<file path="config.mk">
export PLATFORM = sky130hd
export DESIGN_NAME = consola_enigma
export DESIGN_NICKNAME = d
export VERILOG_FILES = /design/src/rtl/consola_enigma.sv
export SDC_FILE = /design/constraint.sdc
export NUM_CORES = 1
export LEC_CHECK = 0
export ABC_AREA = 1
export CAP_MARGIN = 10
export CORE_MARGIN = 5
export CORE_UTILIZATION = 29
export CTS_BUF_LIST = sky130_fd_sc_hd__clkbuf_2
export DETAILED_ROUTE_END_ITERATION = 7
export RECOVER_POWER = 25
export SYNTH_ARGS = -nofsm -noshare
export SYNTH_HDL_FRONTEND = slang
export SYNTH_SLANG_ARGS = --single-unit
</file>
<file path="constraint.sdc">
create_clock -name clk -period 6.4 [get_ports clk]
set_clock_uncertainty 0.15 [all_clocks]
set_input_delay 0.64 -clock clk [delete_from_list [all_inputs] [get_ports clk]]
set_output_delay 0.64 -clock clk [all_outputs]
set_load 0.01 [all_outputs]
</file>
<file path="src/rtl/consola_enigma.sv">
// consola_enigma: UART console front-end for an Enigma cipher core.
// Menu FSM, message ROM, plugboard, rotor setup and a TX byte queue.
module consola_enigma #(
    parameter int TXQ_DEPTH = 16,
    parameter int ALPHA     = 26,
    parameter int MAX_PAIRS = 10
) (
    input  logic       clk,
    input  logic       rst,
    input  logic [7:0] rx_byte,
    input  logic       rx_done,
    input  logic       tx_ready,
    output logic [7:0] tx_byte,
    output logic       tx_start,
    output logic [4:0] enc_char_in,
    output logic       enc_valid_in,
    input  logic [4:0] enc_char_out,
    input  logic       enc_valid_out,
    output logic [4:0] enc_pos1,
    output logic [4:0] enc_pos2,
    output logic [4:0] enc_pos3,
    output logic       enc_load,
    output logic [3:0] state_dbg,
    output logic [3:0] pair_count,
    output logic       tx_ovf
);
    localparam int AW = $clog2(TXQ_DEPTH);
    localparam logic [7:0] ESC = 8'h1B;

    typedef enum logic [3:0] {
        INIT = 4'd0, PRINT = 4'd1, MENU = 4'd2, PLUG_1 = 4'd3,
        PLUG_2 = 4'd4, ROT = 4'd5, CRYPT = 4'd6, CRYPT_WAIT = 4'd7
    } state_t;
    typedef enum logic [1:0] {
        MSG_MENU, MSG_PLUG, MSG_ROT, MSG_CRYPT
    } msg_t;

    state_t        state_q, state_d, ret_q, ret_d;
    msg_t          msg_q, msg_d;
    logic [3:0]    idx_q, idx_d;
    logic [4:0]    l1_q, l1_d, rot_a_q, rot_a_d, rot_b_q, rot_b_d;
    logic [1:0]    rcnt_q, rcnt_d;
    logic [4:0]    pos1_q, pos1_d, pos2_q, pos2_d, pos3_q, pos3_d;
    logic          load_q, load_d, ev_q, ev_d;
    logic [4:0]    ec_q, ec_d;
    logic [3:0]    pair_q, pair_d;
    logic          ovf_q, ovf_d;
    logic [4:0]    plug_q [32];
    logic          plug_clr, plug_set;
    logic [7:0]    mem_q [TXQ_DEPTH];
    logic [AW-1:0] wr_q, rd_q;
    logic [AW:0]   cnt_q;
    logic          txs_q;
    logic [7:0]    txb_q;
    logic          pa_v, pb_v, a_ok, b_ok, pop, full;
    logic [7:0]    pa_d, pb_d, rom_b, up_off, lo_off;
    logic          is_up, is_lo, let_v, esc;
    logic [4:0]    let_code;

    // Index 0/1 is CR LF for every message; 0x00 terminates.
    function automatic logic [7:0] rom(input msg_t m, input logic [3:0] i);
        logic [7:0] b;
        b = 8'h00;
        if (i == 4'd0) begin
            b = 8'h0D;
        end else if (i == 4'd1) begin
            b = 8'h0A;
        end else begin
            case (m)
                MSG_MENU:  case (i)
                    4'd2: b = "M"; 4'd3: b = "E"; 4'd4: b = "N";
                    4'd5: b = "U"; 4'd6: b = ">"; default: b = 8'h00;
                endcase
                MSG_PLUG:  case (i)
                    4'd2: b = "P"; 4'd3: b = "L"; 4'd4: b = "U";
                    4'd5: b = "G"; 4'd6: b = ":"; default: b = 8'h00;
                endcase
                MSG_ROT:   case (i)
                    4'd2: b = "R"; 4'd3: b = "O"; 4'd4: b = "T";
                    4'd5: b = ":"; default: b = 8'h00;
                endcase
                default:   case (i)
                    4'd2: b = "C"; 4'd3: b = "R"; 4'd4: b = "Y";
                    4'd5: b = "P"; 4'd6: b = "T"; 4'd7: b = ":";
                    default: b = 8'h00;
                endcase
            endcase
        end
        return b;
    endfunction

    assign rom_b    = rom(msg_q, idx_q);
    assign up_off   = rx_byte - 8'h41;
    assign lo_off   = rx_byte - 8'h61;
    assign is_up    = (rx_byte >= 8'h41) && (up_off < 8'(ALPHA));
    assign is_lo    = (rx_byte >= 8'h61) && (lo_off < 8'(ALPHA));
    assign let_code = is_up ? up_off[4:0] : lo_off[4:0];
    assign let_v    = rx_done && (is_up || is_lo);
    assign esc      = rx_done && (rx_byte == ESC);
    assign full     = cnt_q == (AW+1)'(TXQ_DEPTH);

    always_comb begin
        state_d  = state_q;
        ret_d    = ret_q;
        msg_d    = msg_q;
        idx_d    = idx_q;
        l1_d     = l1_q;
        rot_a_d  = rot_a_q;
        rot_b_d  = rot_b_q;
        rcnt_d   = rcnt_q;
        pos1_d   = pos1_q;
        pos2_d   = pos2_q;
        pos3_d   = pos3_q;
        load_d   = 1'b0;
        ev_d     = 1'b0;
        ec_d     = ec_q;
        pair_d   = pair_q;
        plug_clr = 1'b0;
        plug_set = 1'b0;
        pa_v     = 1'b0;
        pa_d     = 8'h00;
        pb_v     = 1'b0;
        pb_d     = 8'h00;
        unique case (state_q)
            INIT: begin
                msg_d   = MSG_MENU;
                ret_d   = MENU;
                idx_d   = '0;
                state_d = PRINT;
            end
            PRINT: begin
                if (rom_b == 8'h00) begin
                    state_d = ret_q;
                end else if (!full) begin
                    pa_v  = 1'b1;
                    pa_d  = rom_b;
                    idx_d = idx_q + 4'd1;
                end
            end
            MENU: begin
                if (rx_done && (rx_byte == "P" || rx_byte == "p")) begin
                    msg_d = MSG_PLUG; ret_d = PLUG_1;
                    idx_d = '0; state_d = PRINT;
                end else if (rx_done && (rx_byte == "R" || rx_byte == "r")) begin
                    msg_d = MSG_ROT; ret_d = ROT; rcnt_d = '0;
                    idx_d = '0; state_d = PRINT;
                end else if (rx_done && (rx_byte == "S" || rx_byte == "s")) begin
                    msg_d = MSG_CRYPT; ret_d = CRYPT;
                    idx_d = '0; state_d = PRINT;
                end
            end
            PLUG_1: begin
                if (esc) begin
                    state_d = INIT;
                end else if (rx_done && rx_byte == ".") begin
                    plug_clr = 1'b1;
                    pair_d   = '0;
                end else if (let_v) begin
                    pa_v = 1'b1;
                    if (plug_q[let_code] != let_code ||
                        pair_q == 4'(MAX_PAIRS)) begin
                        pa_d = "?";
                    end else begin
                        pa_d    = 8'h41 + {3'b000, let_code};
                        l1_d    = let_code;
                        state_d = PLUG_2;
                    end
                end
            end
            PLUG_2: begin
                if (esc) begin
                    state_d = INIT;
                end else if (let_v) begin
                    pa_v    = 1'b1;
                    state_d = PLUG_1;
                    if (let_code == l1_q || plug_q[let_code] != let_code) begin
                        pa_d = "?";
                    end else begin
                        pa_d     = 8'h41 + {3'b000, let_code};
                        pb_v     = 1'b1;
                        pb_d     = " ";
                        plug_set = 1'b1;
                        pair_d   = pair_q + 4'd1;
                    end
                end
            end
            ROT: begin
                if (esc) begin
                    state_d = INIT;
                end else if (let_v) begin
                    pa_v   = 1'b1;
                    pa_d   = 8'h41 + {3'b000, let_code};
                    rcnt_d = rcnt_q + 2'd1;
                    if (rcnt_q == 2'd0) rot_a_d = let_code;
                    if (rcnt_q == 2'd1) rot_b_d = let_code;
                    if (rcnt_q == 2'd2) begin
                        pos1_d  = rot_a_q;
                        pos2_d  = rot_b_q;
                        pos3_d  = let_code;
                        load_d  = 1'b1;
                        state_d = INIT;
                    end
                end
            end
            CRYPT: begin
                if (esc) begin
                    state_d = INIT;
                end else if (let_v) begin
                    ec_d    = plug_q[let_code];
                    ev_d    = 1'b1;
                    state_d = CRYPT_WAIT;
                end
            end
            CRYPT_WAIT: begin
                if (enc_valid_out) begin
                    pa_v    = 1'b1;
                    pa_d    = 8'h41 + {3'b000, plug_q[enc_char_out]};
                    state_d = CRYPT;
                end
            end
            default: state_d = INIT;
        endcase
    end

    always_comb begin
        a_ok  = pa_v && !full;
        b_ok  = pb_v && ((cnt_q + (AW+1)'(a_ok)) < (AW+1)'(TXQ_DEPTH));
        pop   = (cnt_q != '0) && tx_ready && !txs_q;
        ovf_d = ovf_q | (pa_v & ~a_ok) | (pb_v & ~b_ok);
    end

    always_ff @(posedge clk) begin
        if (rst) begin
            state_q <= INIT;
            ret_q   <= MENU;
            msg_q   <= MSG_MENU;
            idx_q   <= '0;
            l1_q    <= '0;
            rot_a_q <= '0;
            rot_b_q <= '0;
            rcnt_q  <= '0;
            pos1_q  <= '0;
            pos2_q  <= '0;
            pos3_q  <= '0;
            load_q  <= 1'b0;
            ev_q    <= 1'b0;
            ec_q    <= '0;
            pair_q  <= '0;
            ovf_q   <= 1'b0;
            wr_q    <= '0;
            rd_q    <= '0;
            cnt_q   <= '0;
            txs_q   <= 1'b0;
            txb_q   <= '0;
            for (int i = 0; i < 32; i++) plug_q[i] <= 5'(i);
        end else begin
            state_q <= state_d;
            ret_q   <= ret_d;
            msg_q   <= msg_d;
            idx_q   <= idx_d;
            l1_q    <= l1_d;
            rot_a_q <= rot_a_d;
            rot_b_q <= rot_b_d;
            rcnt_q  <= rcnt_d;
            pos1_q  <= pos1_d;
            pos2_q  <= pos2_d;
            pos3_q  <= pos3_d;
            load_q  <= load_d;
            ev_q    <= ev_d;
            ec_q    <= ec_d;
            pair_q  <= pair_d;
            ovf_q   <= ovf_d;
            wr_q    <= wr_q + AW'(a_ok) + AW'(b_ok);
            rd_q    <= rd_q + AW'(pop);
            cnt_q   <= cnt_q + (AW+1)'(a_ok) + (AW+1)'(b_ok) - (AW+1)'(pop);
            txs_q   <= pop;
            if (pop) txb_q <= mem_q[rd_q];
            if (plug_clr) begin
                for (int i = 0; i < 32; i++) plug_q[i] <= 5'(i);
            end else if (plug_set) begin
                plug_q[l1_q]     <= let_code;
                plug_q[let_code] <= l1_q;
            end
        end
    end

    always_ff @(posedge clk) begin
        if (a_ok) mem_q[wr_q] <= pa_d;
        if (b_ok) mem_q[wr_q + AW'(a_ok)] <= pb_d;
    end

    assign tx_byte      = txb_q;
    assign tx_start     = txs_q;
    assign enc_char_in  = ec_q;
    assign enc_valid_in = ev_q;
    assign enc_pos1     = pos1_q;
    assign enc_pos2     = pos2_q;
    assign enc_pos3     = pos3_q;
    assign enc_load     = load_q;
    assign state_dbg    = state_q;
    assign pair_count   = pair_q;
    assign tx_ovf       = ovf_q;
endmodule

</file>
# After elaboration in Yosys (flattened, before gate mapping)
# Memories as Yosys holds them, arrays and structs flattened. A register that Yosys moved wholly into a read port is not among the register bits.
# Index checks and enable logic that the tools add are counted.
[word_totals] reg_bits=72 latchBits=0 ramBits=288 mem_bits_ro=0 inputBits=18 out_inout_bits=40 elab_cells=314 memories=2
[mem_list] memory="plug_q" depth=32 word_bits=5 read_ports=2 rd_clocked_by_memory_dff=0 write_ports=32 line_no="48" source="logic [4:0] plug_q [32];"
[mem_list] memory="mem_q" depth=16 word_bits=8 read_ports=1 rd_clocked_by_memory_dff=1 write_ports=2 line_no="50" source="logic [7:0] mem_q [TXQ_DEPTH];"
[classes] addsub=13 n_mul=0 n_div=0 magnitude_cmp=5 n_eq_ne=51 shift=0 n_mux=134 n_bitwise=44 n_reduce_logical=45
[op_table] op="$mux W5" n=37
[op_table] op="$mux W4" n=29
[op_table] op="$mux W8" n=14
[op_table] op="$pmux W7 S5" n=2
[op_table] op="$eq A8 B7 Y1 const B" n=6
[op_table] op="$pmux W7 S6" n=1
[op_table] op="$pmux W8 S5" n=1
[op_table] op="$or A1 B1 Y1" n=34
[op_table] op="$eq A4 B3 Y1 const B" n=8
[op_table] op="$pmux W4 S8" n=1
[op_table] op="$mux W1" n=30
[op_table] op="$pmux W7 S4" n=1
[op_table] op="$ne A2 B2 Y1 const B" n=13
[op_table] op="$mux W6" n=4
[op_table] op="$pmux W8 S3" n=1
[op_table] op="$ne A3 B3 Y1 const B" n=7
[op_table] op="$add A7 B5 Y8 const A" n=2
[op_table] op="$eq A4 B2 Y1 const B" n=4
[op_table] op="$ge A8 B7 Y1 const B" n=2
[op_table] op="$lt A8 B5 Y1 const B" n=2
[op_table] op="$pmux W4 S2" n=2
[op_table] op="$reduce_and A4 Y1" n=4
[op_table] op="$sub A8 B7 Y8 const B" n=2
[op_table] op="$mux W2" n=7
[op_table] op="other kinds (38)" n=78

# Longest topological paths before layout
# Gate-level depths: netlist (run 1).
# An unclocked memory read counts as a cell.
[logic_depth] word_depth=17 mapped_depth=35

# Least setup slack after synthesis (run 1)
# OpenSTA, ideal clock, no wires.
[synth_timing] path_kind="input-to-reg" start="in rx_byte[0]" end="reg cnt_q[4]" arrival_ns=5.517 setup_slack_ns=0.663 cell_stages=33 n_path_buf=7 path_cell_list="buf_4 > inv_2 > buf_6 > buf_2 > clkbuf_1 > buf_1 > ha_1 > buf_2 > inv_2 > clkbuf_1 > o21ai_2 > nand3_4 > nor3_1 > nor2_1 > nand3_2 > nand2_2 > inv_1 > ha_1 > ha_1 > nand3_1 > xor2_1 > inv_1 > nor3_4 > ha_1 > inv_1 > fa_1 > inv_1 > nand2_1 > nand2_1 > a21oi_1 > inv_1 > o21ai_0 > a21oi_1"
[synth_via] elab_chain_cells=15 elab_cells_between_ends=34
[synth_rtl] element="from (decl)" line_no="10" source="input logic [7:0] rx_byte,"
[synth_rtl] element="$sub A8 B7 Y8, on equally long branches" line_no="93, 94"
[synth_rtl] element="$lt A8 B5 Y1, on equally long branches" line_no="95, 96"
[synth_rtl] element="$logic_and A1 B1 Y1, on equally long branches" line_no="95, 96"
[synth_rtl] element="$logic_or A1 B1 Y1" line_no="98" source="assign let_v = rx_done && (is_up || is_lo);"
[synth_rtl] element="$logic_and A1 B1 Y1" line_no="98"
[synth_rtl] element="$mux W1" line_no="158, 173, 190"
[synth_rtl] element="$mux W1" line_no="155" source="end else if (rx_done && rx_byte == \".\") begin"
[synth_rtl] element="$mux W1" line_no="153" source="if (esc) begin"
[synth_rtl] element="$pmux W1 S4" line_no="124" source="unique case (state_q)"
[synth_rtl] element="$logic_and A1 B1 Y1" line_no="226" source="a_ok = pa_v && !full;"
[synth_rtl] element="$add A5 B1 Y5" line_no="227, 275"
[synth_rtl] element="$lt A5 B5 Y1" line_no="227" source="b_ok = pb_v && ((cnt_q + (AW+1)'(a_ok)) < (AW+1)'(TXQ_DEPTH));"
[synth_rtl] element="$logic_and A1 B1 Y1" line_no="227"
[synth_rtl] element="$add A5 B1 Y5 *" line_no="275" source="cnt_q <= cnt_q + (AW+1)'(a_ok) + (AW+1)'(b_ok) - (AW+1)'(pop);"
[synth_rtl] element="$sub A5 B1 Y5 *" line_no="275"
[synth_rtl] element="to (signal assigned)" line_no="275"
[synth_rtl] element="to (decl)" line_no="52" source="logic [AW:0] cnt_q;"
# Every way passes the cells marked *; elsewhere a longest branch is shown, timed or not.
# A chain may end at the register's enable or synchronous reset.

==> results of run 1 <==
where the power goes:
part / internal [W] / switching [W]
clock: 0.000677 / 0.00105
sequential: 0.00248 / 0.0000899
combinational: 0.000474 / 0.00120
total: 0.00363 / 0.00234
synth_stat cells (2+ instances only):
library cell  instances  area (sq um)
clkbuf_1            106         397.9
nor2_2               14         87.58
buf_4                12         90.09
nor3_1               17         85.08
nand3_1             387          1937
dfxtp_1             172          3443
nand2_4               2         22.52
a211oi_1              4         30.03
ha_1                 28         350.3
nand3b_1              4         30.03
nor2_4               10         112.6
o21ai_0             239          1196
nor4_1                5         31.28
o21ai_1              15         75.07
nand3_2               5         50.05
inv_2                12         45.04
nor2_1              365          1370
xor2_1                9         78.83
inv_1               280          1051
buf_2                43         215.2
nand2_2               6         37.54
o22ai_1              30         187.7
o21ai_2               2         17.52
buf_6                 7         78.83
nand3_4               2         35.03
xnor2_1               3         26.28
a31oi_1               8         50.05
or2_2                 5         31.28
nand4_1              23         143.9
nand2_1             887          3329
buf_1                 9         33.78
clkinv_1              5         18.77
o211ai_1             47         352.8
nand4_2               4         50.05
nor3_4                2         32.53
o221ai_1              5         43.79
a21oi_1             112         560.5
edfxtp_1            176          5285
worst max-delay path, stage by stage:
cell,delay [ns]
dlygate4sd3_1,0.53
clkbuf_1,0.17
clkinvlp_2,0.34
ha_1,0.38
or2_0,0.23
nand2_2,0.08
buf_4,0.61
nand2_1,0.12
nand2_1,0.12
nand2_1,0.05
nand2_1,0.08
nor2_1,0.15
nand2_1,0.10
nand3_1,0.09
nor2_1,0.18
nand3_1,0.63
nor3_4,0.61
nand2_2,0.47
o211ai_1,0.66
sequential cells by signal, indices dropped and copies added (netlist names), 4 cells and up:
name / cells
idx_q: 4
wr_q: 4
pair_count: 4
enc_char_in: 5
rd_q: 4
tx_byte: 7
enc_pos3: 5
enc_pos1: 5
mem_q: 112
cnt_q: 5
l1_q: 5
plug_q: 160
rot_b_q: 5
rot_a_q: 5
enc_pos2: 5
cells by family (layout without fill, tap and decap cells):
| family | Yosys count | count (layout) | synth area share, % |
|---|---|---|---|
| AND/OR/NAND/NOR | 1744 | 1744 | 35.25 |
| buffers and inverters | 474 | 562 | 9.129 |
| AO/OA/AOI/OAI | 467 | 467 | 12.08 |
| flip-flops | 348 | 348 | 41.27 |
| adder cells (fa/ha/maj) | 29 | 29 | 1.751 |
| XOR/XNOR | 12 | 12 | 0.4970 |
| other | 1 | 7 | 0.01773 |
path summary, 6_finish.rpt:
| path | startpoint | to | slack [ns] |
|---|---|---|---|
| worst max-delay path | rx_byte[0] | plug_q[16][0] | 0.72 |
| worst max register to register | idx_q[1] | cnt_q[4] | 1.15 |
| worst min-delay path | rst | cnt_q[0] | 0.09 |
| worst min register to register | mem_q[13][6] | mem_q[13][6] | 0.32 |
repair_timing:
action / 4_1_cts / 5_1_grt
endpoints found under the hold margin: 4 / 0
hold buffers: 2 / 0
setup endpoints to repair: 0 / 0
metal layers:
layer / vias up / track usage (%) / share of wire, %
met5: - / 0 / 0.011
met1: 9743 / 25.74 / 43
met2: 1141 / 27.71 / 43
met3: 223 / 4.418 / 11
li1: 10190 / - / -
met4: 2 / 7.494 / 3.7
metrics by stage:
stage	util, %	hold slack [ns]	worst slack, ns	power (W)	cell area, sq um
after floorplan	-	0.2838	0.6631	0.003713	21150
after global placement	30.87	0.3003	0.6958	0.004269	22410
after detailed placement	30.87	0.3057	0.6405	0.004275	22410
after CTS	32.16	0.01107	1.150	0.005999	23340
after global routing	32.08	0.05532	0.3717	0.006315	23280
final	32.08	0.08829	0.7180	0.005967	23280
final cells by class:
| class | instances | area (sq um) |
|---|---|---|
| Antenna cell | 5 | 12.51 |
| Clock buffer | 135 | 675.6 |
| Clock inverter | 37 | 242.7 |
| Fill cell | 7957 | 49300 |
| Inverter | 297 | 1116 |
| Multi-Input combinational cell | 2254 | 10440 |
| Sequential cell | 348 | 8730 |
| Tap cell | 959 | 1200 |
| Timing Repair Buffer | 93 | 872.1 |
==> impl_metrics.env, run 1 <==
export IMPL_grt_overflow=0
export IMPL_grt_pass1_vias=19780
export IMPL_cts_tree="done"
export IMPL_insertion_delay_ns=1.20
export IMPL_netlist_area_sq_mm=0.02115
export IMPL_synth_edf_count=176
export IMPL_ir_drop_mv=0.3743
export IMPL_cts_sinks=348
export IMPL_ys_warn_count=0
export IMPL_finalSetupTns_ns=0
export IMPL_drc_errors=0
export IMPL_antenna_left=0
export IMPL_cts_htree_levels=3
export IMPL_critPathRequiredTime_ns=7.01
export IMPL_grt_max_degree=99
export IMPL_p_leak_nw=10.62
export IMPL_place_inst=3949
export IMPL_rows=99
export IMPL_synth_distinct_cells=51
export IMPL_grt_pass1_wl_mm=114.9
export IMPL_die_h_um=280.1
export IMPL_finalNonFillerCells=4128
export IMPL_async_reset_ff_share_pct=0
export IMPL_status="complete, but fails checks"
export IMPL_path_class="input port to register"
export IMPL_first_pass_iters=7
export IMPL_clk_pin_slew_ns=0.12
export IMPL_fmax_ghz=0.1760
export IMPL_fin_nets=3139
export IMPL_synth_ff_latch_count=348
export IMPL_relSlewSlack_pct=-59.07
export IMPL_power_density_mw_per_mm2=256.3
export IMPL_path_max_fanout=55
export IMPL_synth_cells=3075
export IMPL_grt_antenna_before_repair=4
export IMPL_syn_to_final_growth_pct=10.09
export IMPL_drt_total_wl_mm=75.29
export IMPL_place_gp_congestion=0.9278
export IMPL_grt_usage_pct=18.50
export IMPL_finalCriticalPeriod_ns=5.682
export IMPL_fin_crit_sh_pct=88.78
export IMPL_routed_via_density=5.160
export IMPL_vias=21300
export IMPL_place_hpwl_mm=48.22
export IMPL_drive_above_1_share_pct=7.649
export IMPL_seq_area_frac_synth_pct=41.27
export IMPL_whs_path_depth=3
export IMPL_slew_violations=50
export IMPL_layout_common_cells="nand2_1, nand3_1, nor2_1, inv_1, o21ai_0"
export IMPL_dieArea_sq_mm=0.07843
export IMPL_r2r_worst_path_cells=30
export IMPL_worst_pin_slew_ns=2.386
export IMPL_cts_root_buf="clkbuf_2"
export IMPL_fp_dieW_um=280.1
export IMPL_drv_cap=1
export IMPL_critical_path_startpoint_type="input port"
export IMPL_numPortBuffers=55
export IMPL_cts_resized=0
export IMPL_worstSetupEndpointType="register"
export IMPL_rsz0062_at_grt="no"
export IMPL_syn_area_per_cell_sq_um=6.878
export IMPL_start_util_pct=29.14
export IMPL_first_iter_violations=2481
export IMPL_core_area_sq_mm=0.07259
export IMPL_hold_viol_final=0
export IMPL_wl_per_cell_um=18.24
export IMPL_final_setup_viol_count=0
export IMPL_cts_buffer_depth=3
export IMPL_postCtsSetupRepairBufs=0
export IMPL_worstHoldPathType="input port to register"
export IMPL_synth_top_flop_cell="edfxtp_1"
export IMPL_final_common_cell="nand2_1"
export IMPL_cts_buffers=98
export IMPL_ios=58
export IMPL_violations="max-capacitance violations, max-slew violations"
export IMPL_arrival_ns=6.29
No activity file was read; power rests on OpenSTA's default activity.
==> run 2: changes to the inputs <==
- CTS_CLUSTER_SIZE: unset -> 16
- PLACE_DENSITY: unset -> 0.47
==> run 2 against run 1 <==
The flow now finishes without violations. Via count fell by 2.0%. Global-route usage rose by 1.5 points. Largest cell class unchanged. Clock power barely moved. Sequential power barely moved. Count of clock-buffer cells in the layout rose by 16. Worst hold slack improved by 0.086 ns. Die area did not move. Sequential cell count did not move. First-iteration DRC count fell by 27%. Routed wire length rose by 7.1%. Sequential share of layout area barely moved. Total power fell by 0.13%.
==> impl_metrics.env, run 2 (synthesis gave the netlist of run 1 again) <==
export IMPL_status="complete, no violations"
export IMPL_grt_antenna_before_repair=2
export IMPL_die_h_um=280.1
export IMPL_grt_usage_pct=20.03
export IMPL_utilization_pct=32.08
export IMPL_insertion_delay_ns=1.16
export IMPL_ios=58
export IMPL_path_class="input port to register"
export IMPL_whs_path_depth=3
export IMPL_slowest_stage="o211ai_1"
export IMPL_grt_max_degree=110
export IMPL_syn_to_final_growth_pct=10.10
export IMPL_place_gp_congestion=0.8699
export IMPL_grt_pass1_wl_mm=122.2
export IMPL_fp_dieW_um=280.1
export IMPL_arrival_ns=6.35
export IMPL_drc_errors=0
export IMPL_r2r_worst_path_cells=30
export IMPL_routed_via_density=5.057
export IMPL_cts_root_buf="clkbuf_2"
export IMPL_cp_top_family="simple AND/OR/NAND/NOR gates"
export IMPL_place_hpwl_mm=52.31
export IMPL_fin_nets=3141
export IMPL_worst_pin_slew_ns=1.397
export IMPL_use_met3_pct=3.511
export IMPL_regMostFlops="plug_q"
export IMPL_critical_path_startpoint_type="input port"
export IMPL_path_max_fanout=56
export IMPL_clk_pin_slew_ns=0.09
export IMPL_cts_buffer_depth=3
export IMPL_final_setup_viol_count=0
export IMPL_fmax_ghz=0.1735
export IMPL_cts_tree="done"
export IMPL_dpl_instance_area_sq_mm=0.02243
export IMPL_power_density_mw_per_mm2=255.9
export IMPL_final_common_cell="nand2_1"
export IMPL_drv_cap=0
export IMPL_nFillCells=8094
export IMPL_grt_pass1_vias=19750
export IMPL_vias=20880
export IMPL_ir_drop_mv=0.1300
export IMPL_rsz0062_at_grt="no"
export IMPL_hold_end="cnt_q[1]"
export IMPL_hold_viol_final=0
export IMPL_core_area_sq_mm=0.07259
export IMPL_hold_ws_ns=0.1744
export IMPL_finalCriticalPeriod_ns=5.763
export IMPL_cts_sinks=348
export IMPL_reg2reg_slack_ns=1.09
export IMPL_worstHoldPathType="input port to register"
export IMPL_worst_path_largest_cell_delay_ns=0.73
export IMPL_timing_rr_end="cnt_q[4]"
export IMPL_antenna_left=0
export IMPL_cp_common_cell="nand2_1"
export IMPL_cts_htree_levels=3
export IMPL_critPathRequiredTime_ns=6.99
export IMPL_worstHoldStart="rst"
export IMPL_fin_crit_sh_pct=90.05
export IMPL_critPathBufInv=6
export IMPL_dieArea_sq_mm=0.07843
export IMPL_regArea_sq_mm=0.008730
export IMPL_drive_above_1_share_pct=7.955
export IMPL_start_util_pct=29.14
export IMPL_final_cell_area_sq_mm=0.02328
export IMPL_layout_common_cells="nand2_1, nand3_1, nor2_1, inv_1, o21ai_0"
export IMPL_finalSetupTns_ns=0
export IMPL_p_leak_nw=10.66
export IMPL_crit_path_cell_trace="dlygate4sd3_1, clkbuf_1, clkinvlp_2, buf_4, ha_1, inv_2, buf_12, nand3_1, nand2_1, nand2_1, nand2_1, nand2_1, nand2_1, nand2_1, nand3_1, nand2_1, nor2_1, nand3_4, nor3_4, nand2_1, o211ai_1"
export IMPL_largest_register_ffs=160
export IMPL_r2r_start="idx_q[0]"
export IMPL_drt_total_wl_mm=80.62
export IMPL_rows=99
export IMPL_busiest_layer="met2"
export IMPL_worstSetupEndpointType="register"
export IMPL_use_met1_pct=26.69
export IMPL_relSlewSlack_pct=6.767
export IMPL_cts_buffers=99
export IMPL_multiInputGateArea_sq_mm=0.01046
export IMPL_first_iter_violations=1804
export IMPL_wl_per_cell_um=19.53
export IMPL_grt_overflow=0
export IMPL_first_pass_iters=5
export IMPL_slew_violations=0
export IMPL_use_met2_pct=32.96
export IMPL_numPortBuffers=55
run 2: changes by cell type in the layout (fill, tap and decap cells not counted), sizes merged:
cell,previous run,this run
clkbuf,138,154
clkinv,34,25
inv,296,294
diode,5,2
buf,35,36
bufinv,2,1
clkinvlp,2,1
run 2: per-stage QoR:
| stage | total power (W) | setup WS, ns | instances |
|---|---|---|---|
| final | 0.005960 | 0.6369 | 4129 |
| after global routing | 0.006349 | 0.3726 | 4129 |
| after CTS | 0.006037 | 1.105 | 4127 |
| after detailed placement | 0.004317 | 0.5238 | 3950 |
| after global placement | 0.004328 | 0.5897 | 3950 |
| after floorplan | 0.003713 | 0.6631 | 3076 |
run 2: report_power, final:
part           internal [W]  switching, W  total (W)  leakage, nW
combinational      0.000476       0.00122    0.00169         7.05
sequential          0.00248     0.0000911    0.00257         2.92
clock              0.000667       0.00103    0.00170        0.693
run 2: how the worst max path moves through the flow:
stage	depth (start not counted)	end	startpoint
final	21	plug_q[24][3]	rx_byte[0]
after global routing	32	cnt_q[4]	rx_byte[0]
after CTS	30	cnt_q[4]	idx_q[0]
after detailed placement	30	cnt_q[4]	rx_byte[1]
after global placement	30	cnt_q[4]	rx_byte[1]
after floorplan	33	cnt_q[4]	rx_byte[0]
run 2: timing repair:
| action | 4_1_cts | 5_1_grt |
|---|---|---|
| buffers inserted | 0 | 0 |
| hold buffers | 2 | 0 |
| resized for setup | 0 | 0 |
| hold endpoints to repair | 13 | 0 |
| endpoints found under the setup margin | 0 | 0 |
run 2: worst register-to-register path, delay by kind of cell (launching register included):
kind,cells,cell delay (ns)
AO/OA/AOI/OAI,5,0.57
XOR/XNOR,1,0.35
adder cells (fa/ha/maj),5,1.22
buffers and inverters,6,0.54
flip-flops,1,0.37
AND/OR/NAND/NOR,13,2.04
run 2: final cells by class:
cell class	count	area share, %
Antenna cell	2	0.02149
Clock buffer	151	3.246
Clock inverter	24	0.5535
Inverter	297	4.793
Multi-Input combinational cell	2254	44.91
Sequential cell	348	37.49
Tap cell	959	5.153
Timing Repair Buffer	94	3.831
run 2: per-layer routing:
metal  up-vias  wire length [um]  share of wire [%]
li1      10200                 -                  -
met1      9837             35730                 44
met2       681             37780                 47
met3       161              4631                5.7
met4         0              2486                3.1
met5         -                 0                  0
